## src/rtl/pipeline_ctrl_pkg.sv

```systemverilog
// Shared encodings and helpers for the pipeline hazard/sequencing controller.
// Forwarding paths are compiled in only when PIPE_CTRL_FORWARD_EN is defined.
package pipeline_ctrl_pkg;
   typedef enum logic [1:0] {
      PCTRL_RUN      = 2'd0,
      PCTRL_MEM_WAIT = 2'd1,
      PCTRL_ERR      = 2'd2
   } pctrl_state_t;

   localparam logic [1:0] FWD_SEL_REG = 2'd0;
   localparam logic [1:0] FWD_SEL_MEM = 2'd1;
   localparam logic [1:0] FWD_SEL_WB  = 2'd2;

   // x0 is hardwired to zero, so a write to it never creates a dependency.
   function automatic logic reg_match(input logic we, input logic [4:0] rd, input logic [4:0] rs);
      return we && (rd != 5'd0) && (rd == rs);
   endfunction
endpackage

```

## src/rtl/pipeline_ctrl_if.sv

```systemverilog
// Control/status bundle between the RV64 data path (master) and pipeline_ctrl (slave).
interface pipeline_ctrl_if #(parameter int CNT_WIDTH = 32);
   logic [4:0]           id_rs1, id_rs2;
   logic                 id_use_rs1, id_use_rs2, id_branch, id_branch_taken;
   logic [4:0]           ex_rd, mem_rd, wb_rd;
   logic                 ex_reg_we, mem_reg_we, wb_reg_we;
   logic                 ex_mem_re, mem_mem_re, mem_mem_we, dmem_ready;
   logic                 branch_commit, pc_stall;
   logic                 if_id_en, if_id_stall, if_id_flush;
   logic                 id_ex_en, id_ex_stall, id_ex_flush;
   logic                 ex_mem_en, ex_mem_stall, ex_mem_flush;
   logic                 mem_wb_en, mem_wb_stall, mem_wb_flush;
   logic [1:0]           id_fwd_a_sel, id_fwd_b_sel, ex_fwd_a_sel, ex_fwd_b_sel;
   logic                 mem_err;
   logic [CNT_WIDTH-1:0] stall_cnt, flush_cnt;

   modport master (
      output id_rs1, id_rs2, id_use_rs1, id_use_rs2, id_branch, id_branch_taken,
             ex_rd, mem_rd, wb_rd, ex_reg_we, mem_reg_we, wb_reg_we,
             ex_mem_re, mem_mem_re, mem_mem_we, dmem_ready,
      input  branch_commit, pc_stall, if_id_en, if_id_stall, if_id_flush,
             id_ex_en, id_ex_stall, id_ex_flush, ex_mem_en, ex_mem_stall, ex_mem_flush,
             mem_wb_en, mem_wb_stall, mem_wb_flush,
             id_fwd_a_sel, id_fwd_b_sel, ex_fwd_a_sel, ex_fwd_b_sel,
             mem_err, stall_cnt, flush_cnt
   );

   modport slave (
      input  id_rs1, id_rs2, id_use_rs1, id_use_rs2, id_branch, id_branch_taken,
             ex_rd, mem_rd, wb_rd, ex_reg_we, mem_reg_we, wb_reg_we,
             ex_mem_re, mem_mem_re, mem_mem_we, dmem_ready,
      output branch_commit, pc_stall, if_id_en, if_id_stall, if_id_flush,
             id_ex_en, id_ex_stall, id_ex_flush, ex_mem_en, ex_mem_stall, ex_mem_flush,
             mem_wb_en, mem_wb_stall, mem_wb_flush,
             id_fwd_a_sel, id_fwd_b_sel, ex_fwd_a_sel, ex_fwd_b_sel,
             mem_err, stall_cnt, flush_cnt
   );
endinterface

```

## src/rtl/pipeline_ctrl_hazard_fwd_sel.sv

```systemverilog
// Producer match for one source register: EX > MEM > WB priority, forwarding
// select plus hazard flags used by the stall logic.
module hazard_fwd_sel
   import pipeline_ctrl_pkg::*;
(
   input  logic [4:0] i_rs,
   input  logic       i_use,
   input  logic [4:0] i_ex_rd,
   input  logic       i_ex_we,
   input  logic       i_ex_load,
   input  logic [4:0] i_mem_rd,
   input  logic       i_mem_we,
   input  logic       i_mem_load,
   input  logic [4:0] i_wb_rd,
   input  logic       i_wb_we,
   output logic [1:0] o_sel,
   output logic       o_hit_ex,
   output logic       o_hit_ex_load,
   output logic       o_hit_mem_load,
   output logic       o_hit_any
);
   logic w_ex, w_mem, w_wb;

   assign w_ex  = i_use && reg_match(i_ex_we,  i_ex_rd,  i_rs);
   assign w_mem = i_use && reg_match(i_mem_we, i_mem_rd, i_rs);
   assign w_wb  = i_use && reg_match(i_wb_we,  i_wb_rd,  i_rs);

   assign o_hit_ex       = w_ex;
   assign o_hit_ex_load  = w_ex & i_ex_load;
   assign o_hit_mem_load = ~w_ex & w_mem & i_mem_load;
   assign o_hit_any      = w_ex | w_mem | w_wb;

   // A load in MEM has no data yet, and an older WB value would be stale.
   always_comb begin
      o_sel = FWD_SEL_REG;
      if (w_ex)
         o_sel = FWD_SEL_REG;
      else if (w_mem)
         o_sel = i_mem_load ? FWD_SEL_REG : FWD_SEL_MEM;
      else if (w_wb)
         o_sel = FWD_SEL_WB;
   end
endmodule

```

## src/rtl/pipeline_ctrl.sv

```systemverilog
// Hazard and sequencing controller for the five-stage RV64 pipeline.
// Define PIPE_CTRL_FORWARD_EN to enable operand forwarding; otherwise every RAW dependency stalls.
module pipeline_ctrl
   import pipeline_ctrl_pkg::*;
#(
   parameter int MEM_TIMEOUT = 64,
   parameter int CNT_WIDTH   = 32
) (
   input  logic             clk,
   input  logic             rst,
   pipeline_ctrl_if.slave   bus
);
   localparam int WAIT_W = $clog2(MEM_TIMEOUT + 1);

   pctrl_state_t         r_state;
   logic [WAIT_W-1:0]    r_wait_cnt;
   logic                 r_mem_err;
   logic [CNT_WIDTH-1:0] r_stall_cnt, r_flush_cnt;
   logic [4:0]           r_ex_rs1, r_ex_rs2;

   logic [3:0][4:0] w_rs;
   logic [3:0]      w_use;
   logic [3:0][1:0] w_sel;
   logic [3:0]      w_hit_ex, w_hit_ex_load, w_hit_mem_load, w_hit_any;
   logic            w_mem_acc, w_freeze, w_hazard;
   logic [WAIT_W-1:0] w_wait_inc;
   logic            w_pc_stall, w_branch_commit;
   logic            w_if_id_en, w_if_id_stall, w_if_id_flush;
   logic            w_id_ex_en, w_id_ex_stall, w_id_ex_flush;
   logic            w_ex_mem_en, w_ex_mem_stall, w_mem_wb_en, w_mem_wb_stall;
   logic            w_unused;

   // Slots 0/1 check the ID operands; slots 2/3 check the latched EX operands.
   assign w_rs  = {r_ex_rs2, r_ex_rs1, bus.id_rs2, bus.id_rs1};
   assign w_use = {1'b1, 1'b1, bus.id_use_rs2, bus.id_use_rs1};

   generate
      for (genvar gi = 0; gi < 4; gi++) begin : g_sel
         hazard_fwd_sel u_sel (
            .i_rs           (w_rs[gi]),
            .i_use          (w_use[gi]),
            .i_ex_rd        (bus.ex_rd),
            .i_ex_we        ((gi < 2) ? bus.ex_reg_we : 1'b0),
            .i_ex_load      (bus.ex_mem_re),
            .i_mem_rd       (bus.mem_rd),
            .i_mem_we       (bus.mem_reg_we),
            .i_mem_load     (bus.mem_mem_re),
            .i_wb_rd        (bus.wb_rd),
            .i_wb_we        (bus.wb_reg_we),
            .o_sel          (w_sel[gi]),
            .o_hit_ex       (w_hit_ex[gi]),
            .o_hit_ex_load  (w_hit_ex_load[gi]),
            .o_hit_mem_load (w_hit_mem_load[gi]),
            .o_hit_any      (w_hit_any[gi])
         );
      end
   endgenerate

   assign w_mem_acc  = bus.mem_mem_re | bus.mem_mem_we;
   assign w_freeze   = (w_mem_acc & ~bus.dmem_ready) | (r_state == PCTRL_ERR);
   assign w_wait_inc = r_wait_cnt + WAIT_W'(1);

`ifdef PIPE_CTRL_FORWARD_EN
   // Branches compare in ID, so they also wait for ALU results still in EX and loads in MEM.
   assign w_hazard = (|w_hit_ex_load[1:0]) |
                     (bus.id_branch & ((|w_hit_ex[1:0]) | (|w_hit_mem_load[1:0])));
   assign bus.id_fwd_a_sel = rst ? FWD_SEL_REG : w_sel[0];
   assign bus.id_fwd_b_sel = rst ? FWD_SEL_REG : w_sel[1];
   assign bus.ex_fwd_a_sel = rst ? FWD_SEL_REG : w_sel[2];
   assign bus.ex_fwd_b_sel = rst ? FWD_SEL_REG : w_sel[3];
`else
   assign w_hazard = |w_hit_any[1:0];
   assign bus.id_fwd_a_sel = FWD_SEL_REG;
   assign bus.id_fwd_b_sel = FWD_SEL_REG;
   assign bus.ex_fwd_a_sel = FWD_SEL_REG;
   assign bus.ex_fwd_b_sel = FWD_SEL_REG;
`endif

   assign w_unused = ^{w_sel, w_hit_ex, w_hit_ex_load, w_hit_mem_load, w_hit_any, bus.id_branch};

   always_comb begin
      w_pc_stall = 1'b0;  w_branch_commit = 1'b0;
      w_if_id_en = 1'b0;  w_if_id_stall = 1'b0;  w_if_id_flush = 1'b0;
      w_id_ex_en = 1'b0;  w_id_ex_stall = 1'b0;  w_id_ex_flush = 1'b0;
      w_ex_mem_en = 1'b0; w_ex_mem_stall = 1'b0;
      w_mem_wb_en = 1'b0; w_mem_wb_stall = 1'b0;
      if (!rst) begin
         if (w_freeze) begin
            w_pc_stall = 1'b1;     w_if_id_stall = 1'b1;  w_id_ex_stall = 1'b1;
            w_ex_mem_stall = 1'b1; w_mem_wb_stall = 1'b1;
         end else begin
            w_if_id_en = 1'b1; w_id_ex_en = 1'b1; w_ex_mem_en = 1'b1; w_mem_wb_en = 1'b1;
            if (w_hazard) begin
               w_pc_stall = 1'b1; w_if_id_en = 1'b0; w_if_id_stall = 1'b1; w_id_ex_flush = 1'b1;
            end else begin
               w_branch_commit = bus.id_branch_taken;
               w_if_id_flush   = bus.id_branch_taken;
            end
         end
      end
   end

   always_ff @(posedge clk or posedge rst) begin
      if (rst) begin
         r_state     <= PCTRL_RUN;
         r_wait_cnt  <= '0;
         r_mem_err   <= 1'b0;
         r_stall_cnt <= '0;
         r_flush_cnt <= '0;
         r_ex_rs1    <= '0;
         r_ex_rs2    <= '0;
      end else begin
         if (w_hazard | w_freeze)
            r_stall_cnt <= r_stall_cnt + CNT_WIDTH'(1);
         if (w_branch_commit)
            r_flush_cnt <= r_flush_cnt + CNT_WIDTH'(1);
         if (w_id_ex_en) begin
            r_ex_rs1 <= w_id_ex_flush ? 5'd0 : bus.id_rs1;
            r_ex_rs2 <= w_id_ex_flush ? 5'd0 : bus.id_rs2;
         end
         case (r_state)
            PCTRL_RUN, PCTRL_MEM_WAIT: begin
               if (w_mem_acc & ~bus.dmem_ready) begin
                  r_wait_cnt <= w_wait_inc;
                  if (w_wait_inc == WAIT_W'(MEM_TIMEOUT)) begin
                     r_state   <= PCTRL_ERR;
                     r_mem_err <= 1'b1;
                  end else begin
                     r_state <= PCTRL_MEM_WAIT;
                  end
               end else begin
                  r_state    <= PCTRL_RUN;
                  r_wait_cnt <= '0;
               end
            end
            PCTRL_ERR: r_state <= PCTRL_ERR;
            default:   r_state <= PCTRL_RUN;
         endcase
      end
   end

   assign bus.branch_commit = w_branch_commit;
   assign bus.pc_stall      = w_pc_stall;
   assign bus.if_id_en      = w_if_id_en;
   assign bus.if_id_stall   = w_if_id_stall;
   assign bus.if_id_flush   = w_if_id_flush;
   assign bus.id_ex_en      = w_id_ex_en;
   assign bus.id_ex_stall   = w_id_ex_stall;
   assign bus.id_ex_flush   = w_id_ex_flush;
   assign bus.ex_mem_en     = w_ex_mem_en;
   assign bus.ex_mem_stall  = w_ex_mem_stall;
   assign bus.ex_mem_flush  = 1'b0;
   assign bus.mem_wb_en     = w_mem_wb_en;
   assign bus.mem_wb_stall  = w_mem_wb_stall;
   assign bus.mem_wb_flush  = 1'b0;
   assign bus.mem_err       = r_mem_err;
   assign bus.stall_cnt     = r_stall_cnt;
   assign bus.flush_cnt     = r_flush_cnt;
endmodule

```

## src/flat_wrapper.sv

```systemverilog
// flat-port wrapper written by rule: the top's interface ports become plain ports
module pipeline_ctrl_flat import pipeline_ctrl_pkg::*;
#(
   parameter int MEM_TIMEOUT = 64,
   parameter int CNT_WIDTH   = 32
)
  (clk, rst, bus_id_rs1, bus_id_rs2, bus_id_use_rs1, bus_id_use_rs2, bus_id_branch, bus_id_branch_taken, bus_ex_rd, bus_mem_rd, bus_wb_rd, bus_ex_reg_we, bus_mem_reg_we, bus_wb_reg_we, bus_ex_mem_re, bus_mem_mem_re, bus_mem_mem_we, bus_dmem_ready, bus_branch_commit, bus_pc_stall, bus_if_id_en, bus_if_id_stall, bus_if_id_flush, bus_id_ex_en, bus_id_ex_stall, bus_id_ex_flush, bus_ex_mem_en, bus_ex_mem_stall, bus_ex_mem_flush, bus_mem_wb_en, bus_mem_wb_stall, bus_mem_wb_flush, bus_id_fwd_a_sel, bus_id_fwd_b_sel, bus_ex_fwd_a_sel, bus_ex_fwd_b_sel, bus_mem_err, bus_stall_cnt, bus_flush_cnt);
  pipeline_ctrl_if #(.CNT_WIDTH(CNT_WIDTH)) bus_i ();
  input  logic clk;
  input  logic rst;
  input wire logic [$bits(bus_i.id_rs1)-1:0] bus_id_rs1;
  input wire logic [$bits(bus_i.id_rs2)-1:0] bus_id_rs2;
  input wire logic [$bits(bus_i.id_use_rs1)-1:0] bus_id_use_rs1;
  input wire logic [$bits(bus_i.id_use_rs2)-1:0] bus_id_use_rs2;
  input wire logic [$bits(bus_i.id_branch)-1:0] bus_id_branch;
  input wire logic [$bits(bus_i.id_branch_taken)-1:0] bus_id_branch_taken;
  input wire logic [$bits(bus_i.ex_rd)-1:0] bus_ex_rd;
  input wire logic [$bits(bus_i.mem_rd)-1:0] bus_mem_rd;
  input wire logic [$bits(bus_i.wb_rd)-1:0] bus_wb_rd;
  input wire logic [$bits(bus_i.ex_reg_we)-1:0] bus_ex_reg_we;
  input wire logic [$bits(bus_i.mem_reg_we)-1:0] bus_mem_reg_we;
  input wire logic [$bits(bus_i.wb_reg_we)-1:0] bus_wb_reg_we;
  input wire logic [$bits(bus_i.ex_mem_re)-1:0] bus_ex_mem_re;
  input wire logic [$bits(bus_i.mem_mem_re)-1:0] bus_mem_mem_re;
  input wire logic [$bits(bus_i.mem_mem_we)-1:0] bus_mem_mem_we;
  input wire logic [$bits(bus_i.dmem_ready)-1:0] bus_dmem_ready;
  output wire logic [$bits(bus_i.branch_commit)-1:0] bus_branch_commit;
  output wire logic [$bits(bus_i.pc_stall)-1:0] bus_pc_stall;
  output wire logic [$bits(bus_i.if_id_en)-1:0] bus_if_id_en;
  output wire logic [$bits(bus_i.if_id_stall)-1:0] bus_if_id_stall;
  output wire logic [$bits(bus_i.if_id_flush)-1:0] bus_if_id_flush;
  output wire logic [$bits(bus_i.id_ex_en)-1:0] bus_id_ex_en;
  output wire logic [$bits(bus_i.id_ex_stall)-1:0] bus_id_ex_stall;
  output wire logic [$bits(bus_i.id_ex_flush)-1:0] bus_id_ex_flush;
  output wire logic [$bits(bus_i.ex_mem_en)-1:0] bus_ex_mem_en;
  output wire logic [$bits(bus_i.ex_mem_stall)-1:0] bus_ex_mem_stall;
  output wire logic [$bits(bus_i.ex_mem_flush)-1:0] bus_ex_mem_flush;
  output wire logic [$bits(bus_i.mem_wb_en)-1:0] bus_mem_wb_en;
  output wire logic [$bits(bus_i.mem_wb_stall)-1:0] bus_mem_wb_stall;
  output wire logic [$bits(bus_i.mem_wb_flush)-1:0] bus_mem_wb_flush;
  output wire logic [$bits(bus_i.id_fwd_a_sel)-1:0] bus_id_fwd_a_sel;
  output wire logic [$bits(bus_i.id_fwd_b_sel)-1:0] bus_id_fwd_b_sel;
  output wire logic [$bits(bus_i.ex_fwd_a_sel)-1:0] bus_ex_fwd_a_sel;
  output wire logic [$bits(bus_i.ex_fwd_b_sel)-1:0] bus_ex_fwd_b_sel;
  output wire logic [$bits(bus_i.mem_err)-1:0] bus_mem_err;
  output wire logic [$bits(bus_i.stall_cnt)-1:0] bus_stall_cnt;
  output wire logic [$bits(bus_i.flush_cnt)-1:0] bus_flush_cnt;
  assign bus_i.id_rs1 = bus_id_rs1;
  assign bus_i.id_rs2 = bus_id_rs2;
  assign bus_i.id_use_rs1 = bus_id_use_rs1;
  assign bus_i.id_use_rs2 = bus_id_use_rs2;
  assign bus_i.id_branch = bus_id_branch;
  assign bus_i.id_branch_taken = bus_id_branch_taken;
  assign bus_i.ex_rd = bus_ex_rd;
  assign bus_i.mem_rd = bus_mem_rd;
  assign bus_i.wb_rd = bus_wb_rd;
  assign bus_i.ex_reg_we = bus_ex_reg_we;
  assign bus_i.mem_reg_we = bus_mem_reg_we;
  assign bus_i.wb_reg_we = bus_wb_reg_we;
  assign bus_i.ex_mem_re = bus_ex_mem_re;
  assign bus_i.mem_mem_re = bus_mem_mem_re;
  assign bus_i.mem_mem_we = bus_mem_mem_we;
  assign bus_i.dmem_ready = bus_dmem_ready;
  assign bus_branch_commit = bus_i.branch_commit;
  assign bus_pc_stall = bus_i.pc_stall;
  assign bus_if_id_en = bus_i.if_id_en;
  assign bus_if_id_stall = bus_i.if_id_stall;
  assign bus_if_id_flush = bus_i.if_id_flush;
  assign bus_id_ex_en = bus_i.id_ex_en;
  assign bus_id_ex_stall = bus_i.id_ex_stall;
  assign bus_id_ex_flush = bus_i.id_ex_flush;
  assign bus_ex_mem_en = bus_i.ex_mem_en;
  assign bus_ex_mem_stall = bus_i.ex_mem_stall;
  assign bus_ex_mem_flush = bus_i.ex_mem_flush;
  assign bus_mem_wb_en = bus_i.mem_wb_en;
  assign bus_mem_wb_stall = bus_i.mem_wb_stall;
  assign bus_mem_wb_flush = bus_i.mem_wb_flush;
  assign bus_id_fwd_a_sel = bus_i.id_fwd_a_sel;
  assign bus_id_fwd_b_sel = bus_i.id_fwd_b_sel;
  assign bus_ex_fwd_a_sel = bus_i.ex_fwd_a_sel;
  assign bus_ex_fwd_b_sel = bus_i.ex_fwd_b_sel;
  assign bus_mem_err = bus_i.mem_err;
  assign bus_stall_cnt = bus_i.stall_cnt;
  assign bus_flush_cnt = bus_i.flush_cnt;
  pipeline_ctrl #(.MEM_TIMEOUT(MEM_TIMEOUT), .CNT_WIDTH(CNT_WIDTH)) u_core (.clk(clk), .rst(rst), .bus(bus_i));
endmodule
```

## config.mk

```make
export PLATFORM = sky130hd
export DESIGN_NAME = pipeline_ctrl_flat
export DESIGN_NICKNAME = d
export VERILOG_FILES = /design/src/rtl/pipeline_ctrl_pkg.sv /design/src/rtl/pipeline_ctrl_if.sv /design/src/rtl/pipeline_ctrl_hazard_fwd_sel.sv /design/src/rtl/pipeline_ctrl.sv /design/src/flat_wrapper.sv
export SDC_FILE = /design/constraint.sdc
export NUM_CORES = 1
export LEC_CHECK = 0
export CORE_UTILIZATION = 51
export DETAILED_ROUTE_END_ITERATION = 16
export PLACE_DENSITY = 0.86
export SLEW_MARGIN = 20
export SYNTH_ARGS = -nofsm -noshare
export SYNTH_HDL_FRONTEND = slang
export SYNTH_SLANG_ARGS = --single-unit
```

## constraint.sdc

```tcl
create_clock -name clk -period 7.9 [get_ports clk]
set_input_delay 1.58 -clock clk [delete_from_list [all_inputs] [get_ports clk]]
set_output_delay 1.58 -clock clk [all_outputs]
set_load 0.01 [all_outputs]
```

==> results of run 1 <==
[report_power, final]
part	switching (mW)	internal, mW
Combinational	0.115	0.112
Clock	0.139	0.176
Sequential	0.0445	0.408
[synth_stat cells (8+ instances only)]
master	number
sky130_fd_sc_hd__buf_4	17
sky130_fd_sc_hd__dfrtp_1	74
sky130_fd_sc_hd__inv_1	12
sky130_fd_sc_hd__nand2_1	35
sky130_fd_sc_hd__nand3_1	40
sky130_fd_sc_hd__nand4_1	20
sky130_fd_sc_hd__nor2_1	23
sky130_fd_sc_hd__nor3_1	17
sky130_fd_sc_hd__nor4_1	15
sky130_fd_sc_hd__o21ai_0	8
sky130_fd_sc_hd__xnor2_1	57
sky130_fd_sc_hd__xor2_1	38
[area by class of cell]
cell class                 instances  area share, %
timing repair buffer             114           21.0
tap                              102           2.36
clock inverter                     5           1.48
clock buffer                      10           2.36
inverter                          12          0.832
sequential                        74           34.2
multi-input combinational        311           37.8
[critical path, cell delays in order]
cell                              delay (ns)
sky130_fd_sc_hd__clkdlybuf4s50_1        0.47
sky130_fd_sc_hd__or4_1                  0.54
sky130_fd_sc_hd__o21ai_1                0.17
sky130_fd_sc_hd__nor4_1                 0.10
sky130_fd_sc_hd__o31ai_2                0.47
sky130_fd_sc_hd__nand4_4                0.41
sky130_fd_sc_hd__inv_1                  0.19
sky130_fd_sc_hd__clkdlybuf4s50_1        0.56
[state kept, by name, summed over array words and instances (netlist names)]
register              cells
u_core.r_state            2
u_core.bus.flush_cnt     32
u_core.bus.mem_err        1
u_core.bus.stall_cnt     32
u_core.r_wait_cnt         7
[kinds of logic after synthesis]
kind of cell | count (synthesis) | synth area share, %
AND/OR/NAND/NOR | 183 | 24.5
flip-flops | 74 | 45.6
AO/OA/AOI/OAI | 18 | 2.92
XOR/XNOR | 95 | 20.5
other | 1 | 0.0922
adder cells (fa/ha/maj) | 3 | 0.923
buffers and inverters | 37 | 5.02
multiplexers | 2 | 0.554
[worst max-delay path by stage]
stage	cells after the start	endpoint	slack, ns	startpoint
5_1_grt	8	bus_branch_commit	1.63	bus_ex_rd[0]
4_1_cts	8	bus_branch_commit	1.80	bus_ex_rd[0]
2_1_floorplan	3	bus_id_ex_stall	2.66	rst
6_report	8	bus_branch_commit	1.82	bus_ex_rd[0]
3_3_place_gp	8	bus_branch_commit	1.89	bus_ex_rd[0]
3_5_place_dp	8	bus_branch_commit	1.81	bus_ex_rd[0]
[stage by stage]
step	hold slack, ns	power [mW]	setup slack, ns
2_1_floorplan	0.476	0.571	2.66
3_3_place_gp	0.456	0.677	1.89
3_5_place_dp	0.453	0.686	1.81
4_1_cts	0.474	0.999	1.80
5_1_grt	0.498	1.04	1.63
6_report	0.468	0.994	1.82
[routing by layer]
metal,up-vias,share of wire (%)
met4,0,1.5
met5,-,0
met1,1626,42
met2,150,50
li1,1627,-
met3,16,7.3
==> summary.md, run 1 <==
| Metric | Value |
|---|---|
| Max-Slew Margin vs Limit | `40.3%` |
| Post-synthesis cell type with the largest combined area | `sky130_fd_sc_hd__dfrtp_1` |
| Clk Tree Root Cell | `sky130_fd_sc_hd__clkbuf_8` |
| Count of filler cells inserted in the layout | `553` |
| Post-Synthesis Mean Instance Area | `9.84 um^2` |
| Setup repair after global routing missed its margin | `false` |
| Vias in the first global route | `3322` |
| Pre-Repair DR Iteration Count | `4` |
| Routing layer with the top usage in global route | `met2` |
| Number of nets in the layout | `563` |
| Average detailed-routed wire length per instance | `15.0 um` |
| Total core area | `7730 um^2` |
| Static leakage power | `2.24 nW` |
| Worst R2R Start | `u_core.bus.flush_cnt[2]` |
| Number of antenna violations at the first check in global routing | `0` |
| Result of the run | `complete, no violations` |
| Share of the yosys chip area belonging to registers | `45.6%` |
| Maximum vdd drop | `0.000145 V` |
| Die Wd | `91.3 um` |
| Leading register cell type out of synthesis | `sky130_fd_sc_hd__dfrtp_1` |
| Maximum count of clock buffers along a single path | `2` |
| Post-CTS Repair Setup Buffers | `0` |
| Core Rows | `32` |
| Post-synthesis cell type count | `35` |
| Number of antenna-violating nets in the routed design | `0` |
| GR Layer Usage met3 | `6.70%` |
| Placed instance count | `613` |
| Number of buffers created by CTS | `9` |
| Post-detailed-placement cell area | `5200 um^2` |
| CTS Hold Bufs | `0` |
| Fin util | `70.0%` |
| Clock latency on the worst-skew pair | `0.34 ns` |
| Final worst path period share | `76.9%` |
| Via Count | `3419` |
| Met1 routing resource usage after global routing | `29.3%` |
| Syn Inst Count | `413` |
| Most common cell after layout, fill and taps aside | `sky130_fd_sc_hd__clkdlybuf4s50_1` |
| Power per Cell Area | `184 nW/um^2` |
| Sum of negative setup slack | `0 ns` |
| Area of the multi-input gates | `2040 um^2` |
| Final cell count without fillers | `628` |
| Global-route wire length before repair | `15600 um` |
| Gpl congestion | `0.820` |
| Worst path required time | `6.32 ns` |
| Starting density of the core | `52.6%` |
| Met2 capacity usage during global routing | `40.2%` |
| Capturing point of the worst reg2reg path | `u_core.bus.flush_cnt[25]` |
| Area of the die | `8330 um^2` |
| Overflow left after global routing | `0` |
| Critical Path AT | `4.50 ns` |
| Hpwl dp | `6960 um` |
| Category of the most critical setup path | `in -> out` |
| Number of inserted diodes | `0` |
| Post-synth design cell area | `4070 um^2` |
| Final critical-path required period | `6.08 ns` |
| Number of setup violations in the final report | `0` |
| Count of yosys warnings during synthesis | `0` |
| Cell area after layout | `5410 um^2` |
| Yosys top cell area share | `45.6%` |
| Layout cells sized above 1 | `5.70%` |
| Pin count of the biggest net entering global routing | `75` |
| Initial detailed-routing violation count | `160` |
| Hold wc startpoint | `u_core.bus.mem_err` |
| FF-to-FF path depth | `7` |
| Post-detailed-route via-to-cell ratio | `5.44` |
| TritonCTS clock tree | `built` |
| Register area | `1850 um^2` |
| CTS sink cnt | `74` |
| Cells resized by post-CTS repair | `0` |
| Startpoint types | `input pin` |
| Clock Skews | `0.00898 ns` |
| Clock-pin slew on the worst setup and hold paths | `0.07 ns` |
| Critical path capture point type | `output port` |
| Leading cell types by total area after synthesis | `sky130_fd_sc_hd__dfrtp_1 46%, sky130_fd_sc_hd__xnor2_1 12%, sky130_fd_sc_hd__xor2_1 8.2%, sky130_fd_sc_hd__nand3_1 4.9%, sky130_fd_sc_hd__nand2_1 3.2%` |
| Die extent in y | `91.3 um` |
| Async set or reset register ratio after synthesis | `100%` |
| Commonest non-fill, non-tap cells in the layout | `112 x sky130_fd_sc_hd__clkdlybuf4s50_1, 74 x sky130_fd_sc_hd__dfrtp_1, 57 x sky130_fd_sc_hd__xnor2_1, 40 x sky130_fd_sc_hd__nand3_1, 38 x sky130_fd_sc_hd__xor2_1` |
| Flip-flop and latch count after synthesis | `74` |
| DRC | `0` |
| Transition time at the pin with the least slew margin | `0.895 ns` |
| Worst hold path endpoint | `u_core.bus.mem_err` |
| Type of the tightest min-delay check | `reg -> reg` |
| Maximum fanout count along the critical path | `19` |
| Total of max-cap violations | `0` |
| WL final | `9420 um` |
| Maximum clock frequency | `0.165 GHz` |
| Top-Level Pins | `125` |
| Number of hold-slack violations in the final timing report | `0` |
| Count of pins over their slew limit | `0` |
| Reg2reg setup slack | `5.44 ns` |
| Number of enable flip-flop cells after synthesis | `0` |
| Cells on Worst Hold Path | `1` |
| Synthesis-to-layout area growth | `33.1%` |
| Number of buffers added on ports | `112` |
| GRT Total Usage | `23.7%` |
| Total number of H-tree levels | `3` |
(Power assumes the default switching activity.)
==> run 2, diff against run 1 <==
CORE_UTILIZATION = 47   (was 51)
PLACE_DENSITY = 0.8   (was 0.86)
clock period = 5.9 ns   (was 7.9 ns; I/O delays follow)
==> run 2 against run 1 <==
Compared with the run above: cell count increased by 0.80%; clock-buffer cell count decreased by 1; setup slack got worse by 1.2 ns; register-to-register slack got worse by 1.9 ns; hold slack improved by 0.0088 ns; die area increased by 8.3%; sequential cell count unchanged; critical endpoint is now bus_if_id_stall; total power increased by 36%.
==> summary.md, run 2 (synthesis gave the netlist of run 1 again) <==
| Metric | Value |
|---|---|
| TritonCTS clock tree | `built` |
| Total of max-cap violations | `0` |
| Total core area | `8300 um^2` |
| Worst path required time | `4.72 ns` |
| Category of the most critical setup path | `in -> out` |
| DRC | `0` |
| Number of nets in the layout | `564` |
| Core Rows | `33` |
| Static leakage power | `2.25 nW` |
| Number of hold-slack violations in the final timing report | `0` |
| Synthesis-to-layout area growth | `33.8%` |
| FF-to-FF path depth | `7` |
| Number of setup violations in the final report | `0` |
| Count of pins over their slew limit | `0` |
| Pre-Repair DR Iteration Count | `4` |
| CTS sink cnt | `74` |
| Number of buffers added on ports | `112` |
| Power per Cell Area | `249 nW/um^2` |
| Vias in the first global route | `3329` |
| Clock latency on the worst-skew pair | `0.35 ns` |
| Transition time at the pin with the least slew margin | `0.729 ns` |
| Maximum fanout count along the critical path | `33` |
| Setup repair after global routing missed its margin | `false` |
| Number of buffers created by CTS | `9` |
| Area of the die | `9030 um^2` |
| Overflow left after global routing | `0` |
| Type of the tightest min-delay check | `reg -> reg` |
| Maximum count of clock buffers along a single path | `2` |
| Layout cells sized above 1 | `6.25%` |
| Most common cell after layout, fill and taps aside | `sky130_fd_sc_hd__clkdlybuf4s50_1` |
| Cells on Worst Hold Path | `1` |
| WL final | `9550 um` |
| Overall power of the completed layout | `1.36 mW` |
| Number of antenna-violating nets in the routed design | `0` |
| Post-detailed-route via-to-cell ratio | `5.42` |
| Pin count of the biggest net entering global routing | `44` |
| Final worst path period share | `90.1%` |
| Top-Level Pins | `125` |
| Maximum vdd drop | `0.000130 V` |
| Initial detailed-routing violation count | `138` |
| Maximum clock frequency | `0.188 GHz` |
| Die extent in y | `95 um` |
| Starting density of the core | `49.0%` |
| Post-CTS Repair Setup Buffers | `0` |
| Critical Path AT | `4.14 ns` |
| Sum of negative setup slack | `0 ns` |
| Critical path capture point type | `output port` |
| Number of antenna violations at the first check in global routing | `0` |
| Number of inserted diodes | `0` |
| GRT Total Usage | `22.7%` |
| Fin util | `65.6%` |
| Clock Skews | `0.00985 ns` |
| Cells resized by post-CTS repair | `0` |
| Commonest non-fill, non-tap cells in the layout | `112 x sky130_fd_sc_hd__clkdlybuf4s50_1, 74 x sky130_fd_sc_hd__dfrtp_1, 57 x sky130_fd_sc_hd__xnor2_1, 40 x sky130_fd_sc_hd__nand3_1, 38 x sky130_fd_sc_hd__xor2_1` |
| Max-Slew Margin vs Limit | `51.3%` |
| Hpwl dp | `7090 um` |
| Gpl congestion | `0.933` |
| Via Count | `3431` |
| Clock-pin slew on the worst setup and hold paths | `0.08 ns` |
| Total number of H-tree levels | `3` |
| Die Wd | `95 um` |
| Final critical-path required period | `5.32 ns` |
| Result of the run | `complete, no violations` |
| Global-route wire length before repair | `15700 um` |
| Startpoint types | `input pin` |
| Clk Tree Root Cell | `sky130_fd_sc_hd__clkbuf_8` |
| Average detailed-routed wire length per instance | `15.1 um` |
| CTS Hold Bufs | `0` |
| Worst hold slack across all endpoints | `0.477 ns` |
## run 2: area by class of cell
| type | instances | area (um^2) |
|---|---|---|
| clock buffers | 9 | 124 |
| clock inverters | 7 | 101 |
| fillers | 669 | 2860 |
| inverters | 12 | 45.0 |
| multi-input cells | 311 | 2040 |
| flip-flops and latches | 74 | 1850 |
| well taps | 105 | 131 |
| repair buffers | 115 | 1140 |
## run 2: power breakdown
group	switching, mW	internal, mW	total (mW)
Clock	0.203	0.242	0.445
Combinational	0.154	0.151	0.305
Sequential	0.0602	0.546	0.606
## run 2: final timing paths
path,from,end,slack [ns]
hold / removal,u_core.bus.flush_cnt[31],u_core.bus.flush_cnt[31],0.48
setup reg to reg,u_core.bus.flush_cnt[2],u_core.bus.flush_cnt[25],3.50
max in group asynchronous,rst,u_core.bus.stall_cnt[0],3.55
min in group asynchronous,rst,u_core.bus.flush_cnt[29],1.32
setup / recovery,bus_mem_rd[1],bus_if_id_stall,0.58
hold reg to reg,u_core.bus.flush_cnt[31],u_core.bus.flush_cnt[31],0.48
## run 2: per-stage QoR
| stage | std cells | setup WS [ns] | cell area, um^2 |
|---|---|---|---|
| after floorplan | 422 | 1.46 | 4100 |
| after global placement | 617 | 0.706 | 5220 |
| after detailed placement | 617 | 0.586 | 5220 |
| after CTS | 633 | 0.577 | 5440 |
| after global routing | 633 | 0.377 | 5440 |
| final | 633 | 0.584 | 5440 |
## run 2: critical path, cell delays in order
cell and delay (ns):
sky130_fd_sc_hd__clkdlybuf4s50_1 0.48, sky130_fd_sc_hd__or4_1 0.54, sky130_fd_sc_hd__o21ai_1 0.20, sky130_fd_sc_hd__nor4_1 0.11, sky130_fd_sc_hd__o31ai_2 0.49, sky130_fd_sc_hd__nand3b_1 0.16, sky130_fd_sc_hd__buf_4 0.28, sky130_fd_sc_hd__and2_1 0.21
sky130_fd_sc_hd__clkdlybuf4s50_1 0.48
## run 2: metal layers
metal  global-route usage, %  wire (um)  up-vias
li1                        -          -     1623
met2                    37.8       4760      141
met5                       0          0        -
met3                    5.72        663       22
met4                    9.34        202        0
met1                    27.9       3920     1645
